--- src/rtl/mema_load_ctrl.sv ---
// Load/run sequencer for the skewed A-operand memory of the systolic MAC array.
// Accepts DIM rows over a valid/ready stream, writes them row by row, then drives
// the memory shift enable for RUN_CYCLES un-stalled cycles and pulses done.
module mema_load_ctrl #(
    parameter int unsigned BITS_AB    = 8,
    parameter int unsigned DIM        = 8,
    parameter int unsigned RUN_CYCLES = 3 * DIM - 2,
    localparam int unsigned AW        = (DIM > 1) ? $clog2(DIM) : 1,
    localparam int unsigned RW        = $clog2(RUN_CYCLES + 1)
) (
    input  logic                              clk_i,
    input  logic                              rst_ni,
    input  logic                              start_i,
    input  logic                              clear_i,
    input  logic                              stall_i,
    input  logic                              in_valid_i,
    output logic                              in_ready_o,
    input  logic signed [DIM-1:0][BITS_AB-1:0] in_data_i,
    output logic                              mem_en_o,
    output logic                              mem_wren_o,
    output logic [AW-1:0]                     mem_arow_o,
    output logic signed [DIM-1:0][BITS_AB-1:0] mem_ain_o,
    output logic [RW-1:0]                     run_idx_o,
    output logic                              busy_o,
    output logic                              done_o
);

    typedef enum logic [1:0] {StIdle, StLoad, StRun, StDone} state_e;

    state_e        state_q, state_d;
    logic [AW-1:0] row_q, row_d;
    logic [RW-1:0] run_idx_q, run_idx_d;
    logic          done_q, done_d;

    // State, counters and done pulse register.
    always_ff @(posedge clk_i or negedge rst_ni) begin
        if (!rst_ni) begin
            state_q   <= StIdle;
            row_q     <= '0;
            run_idx_q <= '0;
            done_q    <= 1'b0;
        end else begin
            state_q   <= state_d;
            row_q     <= row_d;
            run_idx_q <= run_idx_d;
            done_q    <= done_d;
        end
    end

    // Next-state, counter update and memory strobes.
    always_comb begin
        state_d    = state_q;
        row_d      = row_q;
        run_idx_d  = run_idx_q;
        in_ready_o = 1'b0;
        mem_en_o   = 1'b0;
        mem_wren_o = 1'b0;

        unique case (state_q)
            StIdle: begin
                if (start_i) begin
                    state_d   = StLoad;
                    row_d     = '0;
                    run_idx_d = '0;
                end
            end
            StLoad: begin
                in_ready_o = 1'b1;
                mem_wren_o = in_valid_i;
                if (in_valid_i) begin
                    if (row_q == AW'(DIM - 1)) begin
                        state_d   = StRun;
                        row_d     = '0;
                        run_idx_d = '0;
                    end else begin
                        row_d = row_q + AW'(1);
                    end
                end
            end
            StRun: begin
                mem_en_o = !stall_i;
                if (!stall_i) begin
                    run_idx_d = run_idx_q + RW'(1);
                    if (run_idx_q == RW'(RUN_CYCLES - 1)) begin
                        state_d = StDone;
                    end
                end
            end
            StDone: begin
                state_d = StIdle;
            end
            default: begin
                state_d = StIdle;
            end
        endcase

        // Abort wins over everything; suppress the write so no row is corrupted.
        if (clear_i) begin
            state_d    = StIdle;
            row_d      = '0;
            run_idx_d  = '0;
            mem_wren_o = 1'b0;
        end

        done_d = (state_d == StDone);
    end

    assign mem_arow_o = row_q;
    assign mem_ain_o  = in_data_i;
    assign run_idx_o  = run_idx_q;
    assign busy_o     = (state_q != StIdle);
    assign done_o     = done_q;

endmodule

--- config.mk ---
export PLATFORM = sky130hd
export DESIGN_NAME = mema_load_ctrl
export DESIGN_NICKNAME = d
export VERILOG_FILES = /design/src/rtl/mema_load_ctrl.sv
export SDC_FILE = /design/constraint.sdc
export NUM_CORES = 1
export LEC_CHECK = 0
export CAP_MARGIN = 20
export CORE_MARGIN = 2
export CORE_UTILIZATION = 26
export DETAILED_ROUTE_END_ITERATION = 10
export PLACE_DENSITY = 0.89
export SLEW_MARGIN = 20
export SYNTH_ARGS = -nofsm -noshare
export SYNTH_HDL_FRONTEND = slang
export SYNTH_SLANG_ARGS = --single-unit
--- constraint.sdc ---
create_clock -name clk_i -period 1.7 [get_ports clk_i]
set_input_delay 0.17 -clock clk_i [delete_from_list [all_inputs] [get_ports clk_i]]
set_output_delay 0.17 -clock clk_i [all_outputs]
set_load 0.1 [all_outputs]
==> run summary, run 1 <==
status = finished, final reports clean
Vias = 687
Site Rows = 23
max-cap violations = 0
Initial Util = 0.276
CTS max path bufs = 2
Tot GR Track Use = 0.0841
Final Hold Vio Count = 0
vias in the first global route = 724
largest net degree at the start of global routing = 12
insertion delay to the later sink of the worst-skew pair = 0.25 ns
CTS tree = yes
Worst VDD drop = 0.190 mV
sequential share of the synthesized area = 0.244
DP HPWL = 1.52 mm
routed length per instance = 14.0 um
PortBufs = 18
Die Wd = 69.9 um
min-delay worst type = in -> async
cell area after synthesis = 1130 um^2
Syn Nets = 208
IO Pins = 147
first-pass GRT wire length = 3.16 mm
Core Box Area = 4090 um^2
DR pass1 iterations = 4
initial antenna violation count = 0
EDFF count, synth = 0
Leakage = 0.000441 uW
grt ovf = 0
CP Launch Type = flip-flop
Avg Cell Area, Syn = 8.42 um^2
CP required = 1.86 ns
number of synthesized register bits = 11
Fill cells = 429
root buf cell = clkbuf_8
fraction of layout cells with a size suffix above 1 = 0.379
FFs w/ async S/R, synth = 1.00
vias per inst = 4.74
Reg-to-Reg Start = mem_arow_o[0]$_DFFE_PN0P_
final setup fails = 0
setup TNS = 0 ns
DRC Markers = 0
GPL Wtd Cong = 0.901
Final Max Tran Viols = 0
largest area contributor in the netlist = buf_4
CTS sink count = 11
initial DRC count = 43
post-synth cell types = 25
final layout net count = 170
Layout Skew = 0.00533 ns
die height = 69.9 um
Final period util = 0.946
Worst-Margin Slew = 0.506 ns
die area = 4880 um^2
Detail Route Antenna Nets = 0
Mapped Cells = 134
CTS clock-pin slew for the worst setup and hold paths = 0.05 ns
n_diodes = 0
CP Capture Type = flip-flop
critical path class = reg -> reg
RSZ-0062 raised after global routing = no
CTS H-tree depth = 1
top_reg_cell synth = dfrtp_1
final core occ = 0.274
crit path launch = mem_arow_o[0]$_DFFE_PN0P_
min Tclk post-route = 1.61 ns
Area Overhead vs Synth = -0.665%
Max FO, Critical Path = 4
Worst slew margin = 0.662
total CTS buffers = 3
Post-Route WL = 2.02 mm
Fmax achieved = 0.622 GHz
Synth top area share = 0.426
Synth warnings = 0
Crit path arrival time = 1.77 ns
synth top area cells = buf_4 43%, dfrtp_1 24%, ha_1 4.4%
Pwr per Cell Area = 622 nW/um^2
-- final timing paths --
path	end	slack [ns]	cells after the start
setup / recovery	run_idx_o[3]$_DFFE_PN0P_	0.09	6
hold / removal	mem_arow_o[1]$_DFFE_PN0P_	0.26	1
setup reg to reg	run_idx_o[3]$_DFFE_PN0P_	0.09	6
hold reg to reg	mem_arow_o[2]$_DFFE_PN0P_	0.57	2
max in group asynchronous	mem_arow_o[0]$_DFFE_PN0P_	1.05	1
min in group clk_i	mem_ain_o[1]	0.34	0
-- Yosys cell counts (2+ instances only) --
library cell,number
nand2_1,5
ha_1,4
nor2_1,9
a31oi_1,3
nand3_1,5
nor3_1,2
a32oi_1,2
buf_2,2
buf_4,64
o21ai_0,8
nor2b_1,2
nand2b_1,3
dfrtp_1,11
a21oi_1,3
-- registers in the layout, summed over array words and instances (netlist names) --
name        flops
mem_arow_o      3
done_o          1
run_idx_o       5
state_q         2
-- per-layer routing --
metal / track usage / share of wire / vias to the layer above
li1: - / - / 304
met1: 0.0794 / 0.36 / 318
met2: 0.129 / 0.46 / 38
met3: 0.0274 / 0.10 / 27
met4: 0.105 / 0.078 / 0
met5: 0 / 0 / -
-- cell families (layout without fill, tap and decap cells) --
| family | count (synthesis) | count (layout) | synth area share |
|---|---|---|---|
| compound gates | 18 | 18 | 0.111 |
| fa+ha+maj | 4 | 4 | 0.0443 |
| simple gates | 33 | 33 | 0.159 |
| flops | 11 | 11 | 0.244 |
| buf+inv | 68 | 29 | 0.442 |
-- area by class of cell --
cell class / count / area, um^2 / area share
Clock buffer: 4 / 45.0 / 0.0402
Sequential cell: 11 / 288 / 0.257
Tap cell: 50 / 62.6 / 0.0558
Timing Repair Buffer: 24 / 343 / 0.306
Multi-Input combinational cell: 55 / 379 / 0.338
Inverter: 1 / 3.75 / 0.00335
-- cells in the final DEF, fill, tap and decap left out, drive strengths merged, types with 2 or more instances in the layout --
cell type and count:
ha 4, o21ai 8, nand2 5, a32oi 2
nor3 2, buf 19, dfrtp 11, nor2b 3
a31oi 3, clkbuf 4, clkdlybuf4s50 5, a21oi 3
nand2b 3, nor2 9, nand3 5
-- stage by stage --
stage | setup slack (ns) | instance area [um^2] | power [uW] | hold slack [ns] | cells
2_1_floorplan | -0.169 | 1170 | 1070 | -0.126 | 134
3_3_place_gp | 0.0933 | 1070 | 427 | 0.341 | 141
3_5_place_dp | 0.0627 | 1070 | 429 | 0.341 | 141
4_1_cts | 0.0203 | 1110 | 697 | 0.285 | 145
5_1_grt | 0.00278 | 1120 | 719 | 0.318 | 145
6_report | 0.0920 | 1120 | 698 | 0.261 | 145
-- worst max-delay path, stage by stage (launching register included) --
cell      delay (ns)
dfrtp_4         0.50
ha_1            0.21
ha_2            0.19
nand2b_1        0.16
a21oi_2         0.17
nor2_1          0.09
a31oi_1         0.20
-- report_power, final --
part,total [uW],internal (uW),switching (uW)
Sequential,278,268,9.54
Clock,273,165,107
Combinational,147,58.9,88.4
-- timing repair --
action	CTS	global route
hold buffers	0	0
gates resized for setup	0	2
buffers inserted	0	0
setup endpoints to repair	0	4
No activity file was read; power rests on OpenSTA's default activity.
==> run 2: changes to the inputs <==
Settings changed: PLACE_DENSITY 0.89 to 0.83.
==> run 2 against run 1 <==
Count of clock-buffer cells in the layout unchanged. Cell count grew 0.69%. Flip-flop and latch count did not move. Clock power about the same. Clock skew barely moved. Worst hold slack better by 0.0061 ns. Via count increased by 1.5%. Global-route usage is 0.43 points higher. Largest cell class unchanged.
==> run summary, run 2 (same netlist as run 1, synthesis figures left out) <==
status = finished, final reports clean (unchanged)
die area = 4880 um^2 (unchanged)
RR Endpoint = run_idx_o[3]$_DFFE_PN0P_ (unchanged)
final layout net count = 171 (was 170)
Post-Route WL = 2.07 mm (was 2.02 mm)
vias per inst = 4.77 (was 4.74)
CP required = 1.86 ns (about the same)
DP HPWL = 1.56 mm (was 1.52 mm)
Initial Util = 0.276 (unchanged)
Post-CTS Hold Fix Bufs = 0 (unchanged)
DR pass1 iterations = 4 (unchanged)
Largest register FFs = 5 (unchanged)
CP max stage delay = 0.50 ns (about the same)
Worst-Margin Slew = 0.513 ns (was 0.506 ns)
Post-DP Area = 1070 um^2 (unchanged)
GPL Wtd Cong = 0.826 (was 0.901)
largest net degree at the start of global routing = 12 (unchanged)
CTS sink count = 11 (unchanged)
Reg2Reg Depth = 6 (unchanged)
CTS clock-pin slew for the worst setup and hold paths = 0.05 ns (about the same)
DR WL met3 = 213 um (was 202 um)
n_diodes = 0 (unchanged)
IO Pins = 147 (unchanged)
first-pass GRT wire length = 3.39 mm (was 3.16 mm)
Leakage = 0.000448 uW (was 0.000441 uW)
Fill cells = 415 (was 429)
Pwr per Cell Area = 616 nW/um^2 (was 622 nW/um^2)
Worst slew margin = 0.657 (was 0.662)
initial antenna violation count = 0 (unchanged)
Reg-to-Reg Start = mem_arow_o[0]$_DFFE_PN0P_ (unchanged)
critical path class = reg -> reg (unchanged)
grt ovf = 0 (unchanged)
Worst VDD drop = 0.192 mV (was 0.190 mV)
min-delay worst type = in -> async (unchanged)
insertion delay to the later sink of the worst-skew pair = 0.24 ns (was 0.25 ns)
die height = 69.9 um (unchanged)
min Tclk post-route = 1.61 ns (about the same)
Final Hold Vio Count = 0 (unchanged)
Crit path arrival time = 1.78 ns (was 1.77 ns)
Site Rows = 23 (unchanged)
Die Wd = 69.9 um (unchanged)
initial DRC count = 75 (was 43)
reg2reg setup slack = 0.09 ns (about the same)
max-cap violations = 0 (unchanged)
Layout Skew = 0.00567 ns (was 0.00533 ns)
CP Launch Type = flip-flop (unchanged)
RSZ-0062 raised after global routing = yes (was no)
Area Overhead vs Synth = 0.221% (was -0.665%)
PortBufs = 18 (unchanged)
most common cell after layout, fill and taps aside = buf_12 (unchanged)
slowest CP cell = dfrtp_4 (unchanged)
Fmax achieved = 0.619 GHz (was 0.622 GHz)
fraction of layout cells with a size suffix above 1 = 0.396 (was 0.379)
Final period util = 0.950 (was 0.946)
setup TNS = 0 ns (unchanged)
final setup fails = 0 (unchanged)
commonest non-fill, non-tap cells in the layout = 12 x buf_12, 8 x nor2_1, 8 x o21ai_0, 8 x buf_4 (was 12 x buf_12, 8 x nor2_1, 8 x o21ai_0, 7 x buf_4)
root buf cell = clkbuf_8 (unchanged)
worst-path cell chain = ha_1, ha_2, nand2b_1, a21oi_2, nor2_1, a31oi_1 (unchanged)
final core occ = 0.277 (was 0.274)
Max FO, Critical Path = 4 (unchanged)
Core Box Area = 4090 um^2 (unchanged)
Detail Route Antenna Nets = 0 (unchanged)
met1 WL = 776 um (was 733 um)
CTS tree = yes (unchanged)
Top Metal Used = met4 (unchanged)
total CTS buffers = 3 (unchanged)
Vias = 697 (was 687)
Final Max Tran Viols = 0 (unchanged)
met2 WL = 1.01 mm (was 930 um)
hold_ws = 0.267 ns (was 0.261 ns)
CP Capture Type = flip-flop (unchanged)
CTS max path bufs = 2 (unchanged)
Tot GR Track Use = 0.0884 (was 0.0841)
CTS H-tree depth = 1 (unchanged)
routed length per instance = 14.2 um (was 14.0 um)
fin area = 1130 um^2 (was 1120 um^2)
DRC Markers = 0 (unchanged)
vias in the first global route = 697 (was 724)
==> run 2: report_power, final <==
part,internal [uW],total (uW),switching [uW]
Combinational,58.6,148,89.4
Clock,165,270,105
Sequential,268,278,9.77
Total,492,696,204
==> run 2: what timing repair did <==
| item | in CTS | in global routing |
|---|---|---|
| endpoints found under the setup margin | 0 | 5 |
| endpoints found under the hold margin | 0 | 0 |
| resized for setup | 0 | 3 |
| setup buffers | 0 | 1 |
==> run 2: area by class of cell <==
cell class                 instances  area [um^2]  area share
sequential                        11          288       0.254
clock buffer                       4         45.0      0.0398
tap                               50         62.6      0.0553
inverter                           1         3.75     0.00332
multi-input combinational         55          382       0.337
timing repair buffer              25          350       0.310
==> run 2: per-stage QoR <==
stage	cells	power, uW	setup slack, ns
6_report	146	696	0.0857
3_3_place_gp	141	425	0.0965
3_5_place_dp	141	428	0.0203
2_1_floorplan	134	1070	-0.169
5_1_grt	146	723	-0.0216
4_1_cts	145	699	0.0454
==> run 2: per-layer routing <==
metal  vias to the layer above  track usage
li1                        305            -
met1                       340       0.0964
met2                        36        0.132
met3                        16       0.0404
met4                         0       0.0684
met5                         -            0
==> run 2: critical path, delay by kind of cell, from the launching register on <==
family	cells	cell delay, ns
adders and majority gates	2	0.40
and+or+nand+nor	2	0.25
AOI/OAI and AO/OA	2	0.38
DFF	1	0.50
==> run 2: worst max path at each step <==
stage,startpoint,to,slack (ns),depth (start not counted)
finish,mem_arow_o[0]$_DFFE_PN0P_,run_idx_o[3]$_DFFE_PN0P_,0.09,6
global route,mem_arow_o[0]$_DFFE_PN0P_,run_idx_o[3]$_DFFE_PN0P_,-0.02,6
CTS,mem_arow_o[0]$_DFFE_PN0P_,run_idx_o[3]$_DFFE_PN0P_,0.05,6
detailed placement,clear_i,run_idx_o[3]$_DFFE_PN0P_,0.02,4
global placement,clear_i,run_idx_o[3]$_DFFE_PN0P_,0.1,4
floorplan,state_q[1]$_DFF_PN0_,done_o$_DFF_PN0_,-0.17,5
